$ cat config.mk
export PLATFORM = sky130hd
export DESIGN_NAME = pe_vector_rebuilder_flat
export DESIGN_NICKNAME = d
export VERILOG_FILES = /design/src/rtl/pe_vector_rebuilder_if.sv /design/src/rtl/pe_vector_rebuilder.sv /design/src/flat_wrapper.sv
export SDC_FILE = /design/constraint.sdc
export NUM_CORES = 1
export LEC_CHECK = 0
export CORE_ASPECT_RATIO = 1.4
export CORE_UTILIZATION = 40
export CTS_CLUSTER_SIZE = 8
export DETAILED_ROUTE_END_ITERATION = 7
export SYNTH_ARGS = -nofsm -noshare
export SYNTH_HDL_FRONTEND = slang
export SYNTH_SLANG_ARGS = --single-unit
$ cat constraint.sdc
create_clock -name clk -period 6.8 [get_ports clk]
set_clock_uncertainty 0.05 [all_clocks]
set_input_delay 1.36 -clock clk [delete_from_list [all_inputs] [get_ports clk]]
set_output_delay 1.36 -clock clk [all_outputs]
set_load 0.01 [all_outputs]
$ cat src/rtl/pe_vector_rebuilder_if.sv
// Beat-in / vector-out bus of the priority-encoder decode path.
// Both sides use valid/ready: a transfer happens on a rising edge where valid && ready.
interface pe_vector_rebuilder_if #(
  parameter int  N_BITS = 16,
  localparam int IDX_W  = $clog2(N_BITS)
);
  logic              in_valid;
  logic              in_ready;
  logic [IDX_W-1:0]  in_idx;
  logic              in_none;
  logic              in_last;
  logic              out_valid;
  logic              out_ready;
  logic [N_BITS-1:0] out_vec;
  logic [IDX_W:0]    out_count;
  logic              out_err;

  modport master (
    output in_valid, in_idx, in_none, in_last, out_ready,
    input  in_ready, out_valid, out_vec, out_count, out_err
  );

  modport slave (
    input  in_valid, in_idx, in_none, in_last, out_ready,
    output in_ready, out_valid, out_vec, out_count, out_err
  );
endinterface

$ cat src/rtl/pe_vector_rebuilder.sv
// Rebuilds a request vector from a stream of highest-bit-first indices and
// emits one registered vector per frame with popcount and ordering-error flag.
module pe_vector_rebuilder #(
  parameter int  N_BITS = 16,
  localparam int IDX_W  = $clog2(N_BITS)
) (
  input logic                  clk,
  input logic                  rst,
  pe_vector_rebuilder_if.slave bus
);
  logic [N_BITS-1:0] acc;
  logic [IDX_W:0]    cnt;
  logic [IDX_W-1:0]  prev_idx;
  logic              first;
  logic              err;

  logic              accept;
  logic              idx_in_range;
  logic [N_BITS-1:0] mask;
  logic              new_bit;
  logic              beat_err;
  logic [N_BITS-1:0] acc_nxt;
  logic [IDX_W:0]    cnt_nxt;
  logic              err_nxt;

  assign bus.in_ready = !bus.out_valid || bus.out_ready;
  assign accept       = bus.in_valid && bus.in_ready;
  // Only reachable when N_BITS is not a power of two.
  assign idx_in_range = ({1'b0, bus.in_idx} < (IDX_W+1)'(N_BITS));

  always_comb begin
    mask     = '0;
    beat_err = 1'b0;
    if (bus.in_none) begin
      beat_err = !(first && bus.in_last);
    end else begin
      if (idx_in_range) mask[bus.in_idx] = 1'b1;
      beat_err = !idx_in_range || (!first && (bus.in_idx >= prev_idx));
    end
    new_bit = |(mask & ~acc);
    acc_nxt = acc | mask;
    cnt_nxt = cnt + {{IDX_W{1'b0}}, new_bit};
    err_nxt = err | beat_err;
  end

  always_ff @(posedge clk) begin
    if (rst) begin
      acc           <= '0;
      cnt           <= '0;
      prev_idx      <= '0;
      first         <= 1'b1;
      err           <= 1'b0;
      bus.out_valid <= 1'b0;
      bus.out_vec   <= '0;
      bus.out_count <= '0;
      bus.out_err   <= 1'b0;
    end else begin
      if (bus.out_valid && bus.out_ready) bus.out_valid <= 1'b0;
      if (accept) begin
        if (!bus.in_none) prev_idx <= bus.in_idx;
        if (bus.in_last) begin
          // Publish the completed frame and restart accumulation in the same edge.
          bus.out_valid <= 1'b1;
          bus.out_vec   <= acc_nxt;
          bus.out_count <= cnt_nxt;
          bus.out_err   <= err_nxt;
          acc           <= '0;
          cnt           <= '0;
          err           <= 1'b0;
          first         <= 1'b1;
        end else begin
          acc <= acc_nxt;
          cnt <= cnt_nxt;
          err <= err_nxt;
          if (!bus.in_none) first <= 1'b0;
        end
      end
    end
  end
endmodule

$ cat src/flat_wrapper.sv
// flat-port wrapper written by rule: the top's interface ports become plain ports
module pe_vector_rebuilder_flat 
#(
  parameter int  N_BITS = 16,
  localparam int IDX_W  = $clog2(N_BITS)
)
  (clk, rst, bus_in_valid, bus_in_idx, bus_in_none, bus_in_last, bus_out_ready, bus_in_ready, bus_out_valid, bus_out_vec, bus_out_count, bus_out_err);
  pe_vector_rebuilder_if #(.N_BITS(N_BITS)) bus_i ();
  input logic clk;
  input logic rst;
  input wire logic [$bits(bus_i.in_valid)-1:0] bus_in_valid;
  input wire logic [$bits(bus_i.in_idx)-1:0] bus_in_idx;
  input wire logic [$bits(bus_i.in_none)-1:0] bus_in_none;
  input wire logic [$bits(bus_i.in_last)-1:0] bus_in_last;
  input wire logic [$bits(bus_i.out_ready)-1:0] bus_out_ready;
  output wire logic [$bits(bus_i.in_ready)-1:0] bus_in_ready;
  output wire logic [$bits(bus_i.out_valid)-1:0] bus_out_valid;
  output wire logic [$bits(bus_i.out_vec)-1:0] bus_out_vec;
  output wire logic [$bits(bus_i.out_count)-1:0] bus_out_count;
  output wire logic [$bits(bus_i.out_err)-1:0] bus_out_err;
  assign bus_i.in_valid = bus_in_valid;
  assign bus_i.in_idx = bus_in_idx;
  assign bus_i.in_none = bus_in_none;
  assign bus_i.in_last = bus_in_last;
  assign bus_i.out_ready = bus_out_ready;
  assign bus_in_ready = bus_i.in_ready;
  assign bus_out_valid = bus_i.out_valid;
  assign bus_out_vec = bus_i.out_vec;
  assign bus_out_count = bus_i.out_count;
  assign bus_out_err = bus_i.out_err;
  pe_vector_rebuilder #(.N_BITS(N_BITS)) u_core (.clk(clk), .rst(rst), .bus(bus_i));
endmodule
==> results by group, run 1 <==
Die
  • Top Ports: 34
  • Die X: approximately 64 um
  • Die Y-Extent: about 89 um
  • Standard-cell rows: 31
  • Full die area: roughly 5700 sq um
  • Core Region: approximately 5200 sq um
  • Starting Density: 0.4167

Clock tree
  • Clock slew at reported path FFs: around 0.09 ns
  • CTS Buf Count: 5
  • Post_cts resized: 0
  • TritonCTS clock tree: built
  • CTS root buffer: clkbuf_8
  • # hold bufs at CTS: 0
  • Clk_lat worst skew: 0.30 ns
  • CTS H-tree lvls: 2
  • Clock Sinks: 50
  • Post-CTS setup buffers: 0
  • CTS max path bufs: 2

Timing
  • Worst slew pin tran: between 0.9 and 1 ns
  • Minimum clock period: between 4 and 5 ns
  • Max-slew violations: 0
  • Hold Vio Cnt, Final: 0
  • Fmax: about 0.24 GHz
  • Max_slew headroom: 0.3718
  • Final setup viols: 0
  • TNS Setup: 0 ns
  • Smallest setup slack after layout: approximately 2.7 ns
  • RSZ-0062 raised after global routing: no
  • Period utilisation layout: 0.6063

Synthesis
  • Synth Area in Simple Gates: 0.1880
  • Ys Warns: 0
  • Post-Syn Nets: between 200 and 300
  • Compound-Gate Fraction of Synth Area: 0.2206
  • Synthesis-stage register bit count: 50
  • Yosys top cell by area: dfxtp_1
  • Largest family of logic cells by synthesized area: compound AO/OA/AOI/OAI gates
  • Post-synthesis mux area share: 0.02910
  • Syn_area_per_cell: 8.633 sq um
  • Post-synth cell types: 40
  • Top-area cell type share of the netlist area: 0.4657
  • XOR/XNOR Fraction of Synth Area: 0.01222
  • Sequential-to-total area share from yosys stat: 0.4657
  • Synth Instances: roughly 250
  • Top cells by area, synth: dfxtp_1, a21oi_1, a31oi_1
  • Adder-cell area share of the yosys netlist: 0.03492
  • Synthesized cell area: ~2100 sq um

GRT
  • First-pass GRT wire length: ~8100 um
  • Pin count of the biggest net entering global routing: 25
  • GRT overflow: 0
  • Vias in the first global route: roughly 1700
  • Antenna violations before repair: 0
  • Overall routing resource usage: 0.1862

Power
  • Leak pwr: 0.8965 nW
  • Total power density per cell area: a little over 200 nW/um^2
  • Worst vdd ir: approximately 93 uV

Final layout
  • Final Instance Area: ~2600 sq um
  • Layout area overhead: 20.37%
  • Fin nets: about 290
  • Layout cells sized above 1: 0.05797
  • ANT cells: 0

Place
  • IO Port Bufs: 33
  • HPWL Detailed: between 3000 and 4000 um
  • Final GP Congestion: roughly 0.83
  • Setup WS pre-CTS: 2.365 ns
  • Placed Area: approximately 2500 sq um

Drt
  • Post-route ant nets: 0
  • Via count: roughly 1900
  • Final WL: a little under 5000 um
  • TritonRoute pass-1 iters: 4
  • DRT iter0 DRCs: 78
  • Wirelength per Cell: 14.29 um
  • DRC Markers: 0
  • Vias/cell: roughly 5.5

Job
  • Max-cap violations: 0

Worst hold path
  • Hold WC Path Type: reg -> reg

Critical path
  • CP Cell Sequence: clkdlybuf4s50_1 > mux4_2 > nor3_1 > a31oi_1 > a31oi_1 > ha_1 > ha_1 > nand3_1 > xor2_1 > or3_1 > a21oi_1
  • Worst EP required: 6.97 ns
  • Critical R2R Launch: u_core.acc[9]
  • Worst-path maximum fanout: 14
  • Worst setup SP type: input pin
  • Worst setup path endpoint: u_core.cnt[4]
  • Crit path launch: bus_in_idx[1]
  • Nature of the critical path endpoint: flop
  • Reg2Reg Depth: 10
  • WS Path Type: in -> reg
  • Worst R2R End: u_core.cnt[4]
  • Critical path arrival: 4.29 ns
  • Critical path's slowest cell: clkdlybuf4s50_1
  • Worst path max stage delay: 0.77 ns
  • Worst R2R Setup Slack: about 4.3 ns

Run status
  • Outcome: completed
cells in the final DEF (no fill, tap or decap), types with 5 or more instances in the layout:
master,synthesis,layout
o21ai_0,21,21
ha_1,6,6
a21oi_1,25,25
a31oi_1,18,18
inv_1,8,8
dfxtp_1,50,50
nand2_1,27,27
clkbuf_8,0,6
clkdlybuf4s50_1,0,33
nor2_1,28,28
nor2b_1,5,5
power by group:
| part | total (W) | leakage (nW) | internal [W] | switching, W |
|---|---|---|---|---|
| clock network | 0.000177 | 0.0482 | 0.0000823 | 0.0000943 |
| registers | 0.000300 | 0.404 | 0.000297 | 0.00000272 |
| logic | 0.0000565 | 0.444 | 0.0000207 | 0.0000358 |
final cells by class:
class,instances,area [sq um]
Multi-Input combinational cell,175,1042
Fill cell,501,2571
Clock inverter,1,5.005
Sequential cell,50,1001
Timing Repair Buffer,33,330.3
Clock buffer,7,86.33
Tap cell,66,82.58
Inverter,10,40.04
cell families after synthesis:
| group | after synthesis |
|---|---|
| flops | 50 |
| mux | 5 |
| xor+xnor | 3 |
| fa+ha+maj | 6 |
| simple gates | 81 |
| buf+inv | 24 |
| compound gates | 80 |
metal layers:
metal  part of all wire  GRT usage  vias to the layer above
met2               0.52     0.3385                       40
met1               0.43     0.2074                      895
li1                   -          -                      929
met3              0.036    0.03479                        6
met5                  0          0                        -
met4              0.014    0.09091                        0
how the worst min path moves through the flow:
stage                                       start                      end  slack, ns  cells after the start
after floorplan                        u_core.err               u_core.err       0.38                      2
after global placement    u_core.bus.out_count[2]  u_core.bus.out_count[2]       0.38                      2
after detailed placement       u_core.bus.out_err       u_core.bus.out_err       0.39                      2
after CTS                   u_core.bus.out_vec[3]    u_core.bus.out_vec[3]       0.41                      2
after global routing        u_core.bus.out_vec[8]    u_core.bus.out_vec[8]       0.43                      2
final                       u_core.bus.out_vec[3]    u_core.bus.out_vec[3]       0.40                      2
critical path: cells and delay by family:
family	cells	cell delay, ns
buf+inv	1	0.77
simple gates	3	0.58
mux	1	0.56
compound gates	3	0.43
fa+ha+maj	2	0.42
xor+xnor	1	0.16
metrics by stage:
| stage | cells | power [W] | hold WS, ns | utilization |
|---|---|---|---|---|
| after global routing | 342 | 0.0005583 | 0.4273 | 0.5016 |
| after floorplan | 249 | 0.0003431 | 0.3765 | - |
| after global placement | 334 | 0.0003638 | 0.3847 | 0.4839 |
| final | 342 | 0.0005330 | 0.4036 | 0.5016 |
| after CTS | 342 | 0.0005407 | 0.4093 | 0.5016 |
| after detailed placement | 334 | 0.0003638 | 0.3945 | 0.4839 |
flip-flops by register name (all words and copies together) (netlist names):
signal                cells
u_core.err                1
u_core.bus.out_valid      1
u_core.acc               16
u_core.prev_idx           4
u_core.bus.out_err        1
u_core.cnt                5
u_core.bus.out_count      5
u_core.first              1
u_core.bus.out_vec       16
cell usage after synthesis, drive strengths merged:
cell	number
o41ai	1
o22ai	1
a22o	3
nor2b	6
a31oi	19
nand3	3
clkbuf	5
a2111oi	3
inv	10
ha	6
nand2	28
o21ai	25
buf	9
nand4b	1
a211oi	1
a21oi	25
xor2	2
mux4	1
nand3b	2
nor4	1
xnor2	1
nor3	4
o31ai	2
or3	2
or4b	1
or2	1
nor2	28
and3	2
nand2b	2
mux2i	4
dfxtp	50
Note: power is estimated with default switching activity, not from simulation.
==> inputs of run 2 (changes only) <==
==> constraint.sdc (replaced) <==
create_clock -name clk -period 4.02 [get_ports clk]
set_clock_uncertainty 0.05 [all_clocks]
set_input_delay 0.804 -clock clk [delete_from_list [all_inputs] [get_ports clk]]
set_output_delay 0.804 -clock clk [all_outputs]
set_load 0.01 [all_outputs]
==> run 2 against run 1 <==
- setup slack worse by 2.0 ns
- wire length decreased by 0.68%
- critical path depth unchanged
- first-iteration DRC count fell by 32%
- sequential cell count did not move
- core utilization grew 0.34 points
- die area unchanged
- non-clock buffer count increased by 3
- critical path type unchanged
- critical endpoint unchanged
- highest routed layer unchanged
==> results by group, run 2 (synthesis gave the netlist of run 1 again) <==
Critical path
  • Crit. path cell count: 11
  • Most common cell type on the critical path: ha_1
  • Worst setup SP type: input pin
  • Critical path arrival: ~3.6 ns
  • Worst R2R End: u_core.cnt[4]
  • Worst R2R Setup Slack: 1.60 ns
  • CP Cell Sequence: clkdlybuf4s50_1 > nor2b_1 > a2111oi_0 > o21ai_0 > a31oi_1 > ha_1 > ha_1 > nand3_1 > xor2_1 > or3_1 > a21oi_1
  • Nature of the critical path endpoint: flop
  • Worst-path maximum fanout: 17
  • Reg2Reg Depth: 10
  • Critical R2R Launch: u_core.acc[15]
  • Bufs and invs on worst path: 1
  • Worst setup path endpoint: u_core.cnt[4]
  • Worst EP required: around 4.2 ns
  • WS Path Type: in -> reg
  • Top cell family by delay on the critical path: compound AO/OA/AOI/OAI gates
  • Crit path launch: bus_in_idx[2]
  • Worst path max stage delay: 0.83 ns
  • Critical path's slowest cell: clkdlybuf4s50_1

Drt
  • Final WL: between 4000 and 5000 um
  • TritonRoute pass-1 iters: 4
  • Via count: 1826
  • Wirelength per Cell: ~14 um
  • Post-route ant nets: 0
  • Vias/cell: approximately 5.3
  • DRC Markers: 0
  • DRT iter0 DRCs: 53

Final layout
  • Layout cells sized above 1: 0.06810
  • Fin nets: 294
  • Layout area overhead: 21.19%
  • ANT cells: 0
  • Post-layout util: 0.5050
  • Top flop regs: u_core.acc: 16 flops, u_core.bus.out_vec: 16 flops
  • Most frequent cells in the layout: dfxtp_1, clkdlybuf4s50_1, nor2_1
  • Commonest non-fill, non-tap cell in the layout: dfxtp_1

Timing
  • RSZ-0062 raised after global routing: no
  • Smallest setup slack after layout: ~0.64 ns
  • Hold Vio Cnt, Final: 0
  • Fmax: about 0.3 GHz
  • Worst slew pin tran: between 0.9 and 1 ns
  • TNS Setup: 0 ns
  • Minimum clock period: about 3.4 ns
  • Final setup viols: 0
  • Period utilisation layout: 0.8410
  • Max-slew violations: 0
  • Max_slew headroom: 0.3855

Die
  • Top Ports: 34
  • Standard-cell rows: 31
  • Die Y-Extent: between 80 and 90 um
  • Full die area: approximately 5700 sq um
  • Die X: ~64 um
  • Core Region: roughly 5200 sq um
  • Starting Density: 0.4167

Clock tree
  • Clock slew at reported path FFs: ~0.08 ns
  • TritonCTS clock tree: built
  • Clock Sinks: 50
  • CTS Buf Count: 5
  • # hold bufs at CTS: 0
  • Clk_lat worst skew: 0.30 ns
  • CTS H-tree lvls: 2
  • CTS max path bufs: 2
  • CTS root buffer: clkbuf_8
  • Post_cts resized: 0
  • Post-CTS setup buffers: 0

Power
  • Worst vdd ir: between 150 and 200 uV
  • Leak pwr: 0.9078 nW
  • Total power density per cell area: 341.2 nW/um^2

Job
  • Max-cap violations: 0

Worst hold path
  • Hold WC Path Type: reg -> reg

Place
  • Setup WS pre-CTS: 0.3479 ns
  • IO Port Bufs: 33
  • HPWL Detailed: ~3500 um
  • Final GP Congestion: ~0.81

GRT
  • Overall routing resource usage: 0.1868
  • Antenna violations before repair: 0
  • Pin count of the biggest net entering global routing: 25
  • First-pass GRT wire length: approximately 8000 um
  • Vias in the first global route: 1680
  • GRT overflow: 0

Run status
  • Outcome: completed
## run 2: area by class of cell
type | instances | area (sq um)
clock buffers | 6 | 72.57
clock inverters | 2 | 13.76
repair buffers | 36 | 352.8
flip-flops and latches | 50 | 1001
inverters | 10 | 40.04
fillers | 535 | 2554
multi-input cells | 175 | 1042
well taps | 66 | 82.58
## run 2: where the power goes
group | switching, W | total [W] | internal, W
clock network | 0.000161 | 0.000284 | 0.000123
logic | 0.0000607 | 0.0000977 | 0.0000370
registers | 0.00000447 | 0.000507 | 0.000503
total | 0.000226 | 0.000889 | 0.000663
## run 2: worst min-delay path by stage
stage                            startpoint                 endpoint  slack [ns]  depth (start not counted)
floorplan                        u_core.err               u_core.err        0.38                          2
global placement    u_core.bus.out_count[2]  u_core.bus.out_count[2]        0.39                          2
detailed placement  u_core.bus.out_count[3]  u_core.bus.out_count[3]        0.39                          2
CTS                 u_core.bus.out_count[3]  u_core.bus.out_count[3]        0.40                          2
global route          u_core.bus.out_vec[8]    u_core.bus.out_vec[8]        0.42                          2
finish              u_core.bus.out_count[3]  u_core.bus.out_count[3]        0.40                          2
## run 2: metrics by stage
stage / power [W] / instance area [sq um] / std cells / hold WS [ns]
after floorplan: 0.0005804 / 2150 / 249 / 0.3765
after global placement: 0.0006180 / 2519 / 337 / 0.3856
after detailed placement: 0.0006179 / 2519 / 337 / 0.3905
after CTS: 0.0009043 / 2605 / 345 / 0.4023
after global routing: 0.0009382 / 2605 / 345 / 0.4172
final: 0.0008889 / 2605 / 345 / 0.3975
## run 2: worst reg2reg max path, delay by kind of cell, from the launching register on
| kind | cells | cell delay, ns |
|---|---|---|
| adders and majority gates | 2 | 0.40 |
| and+or+nand+nor | 3 | 0.55 |
| xor gates and xnor gates | 1 | 0.16 |
| muxes | 1 | 0.46 |
| AOI/OAI and AO/OA | 3 | 0.40 |
| DFF | 1 | 0.33 |
## run 2: metal layers
metal | up-vias | global-route usage | wire length (um)
met5 | - | 0 | 0
met4 | 0 | 0.08058 | 113
met3 | 8 | 0.03737 | 117
met2 | 27 | 0.3327 | 2408
met1 | 861 | 0.2163 | 2214
li1 | 930 | - | -
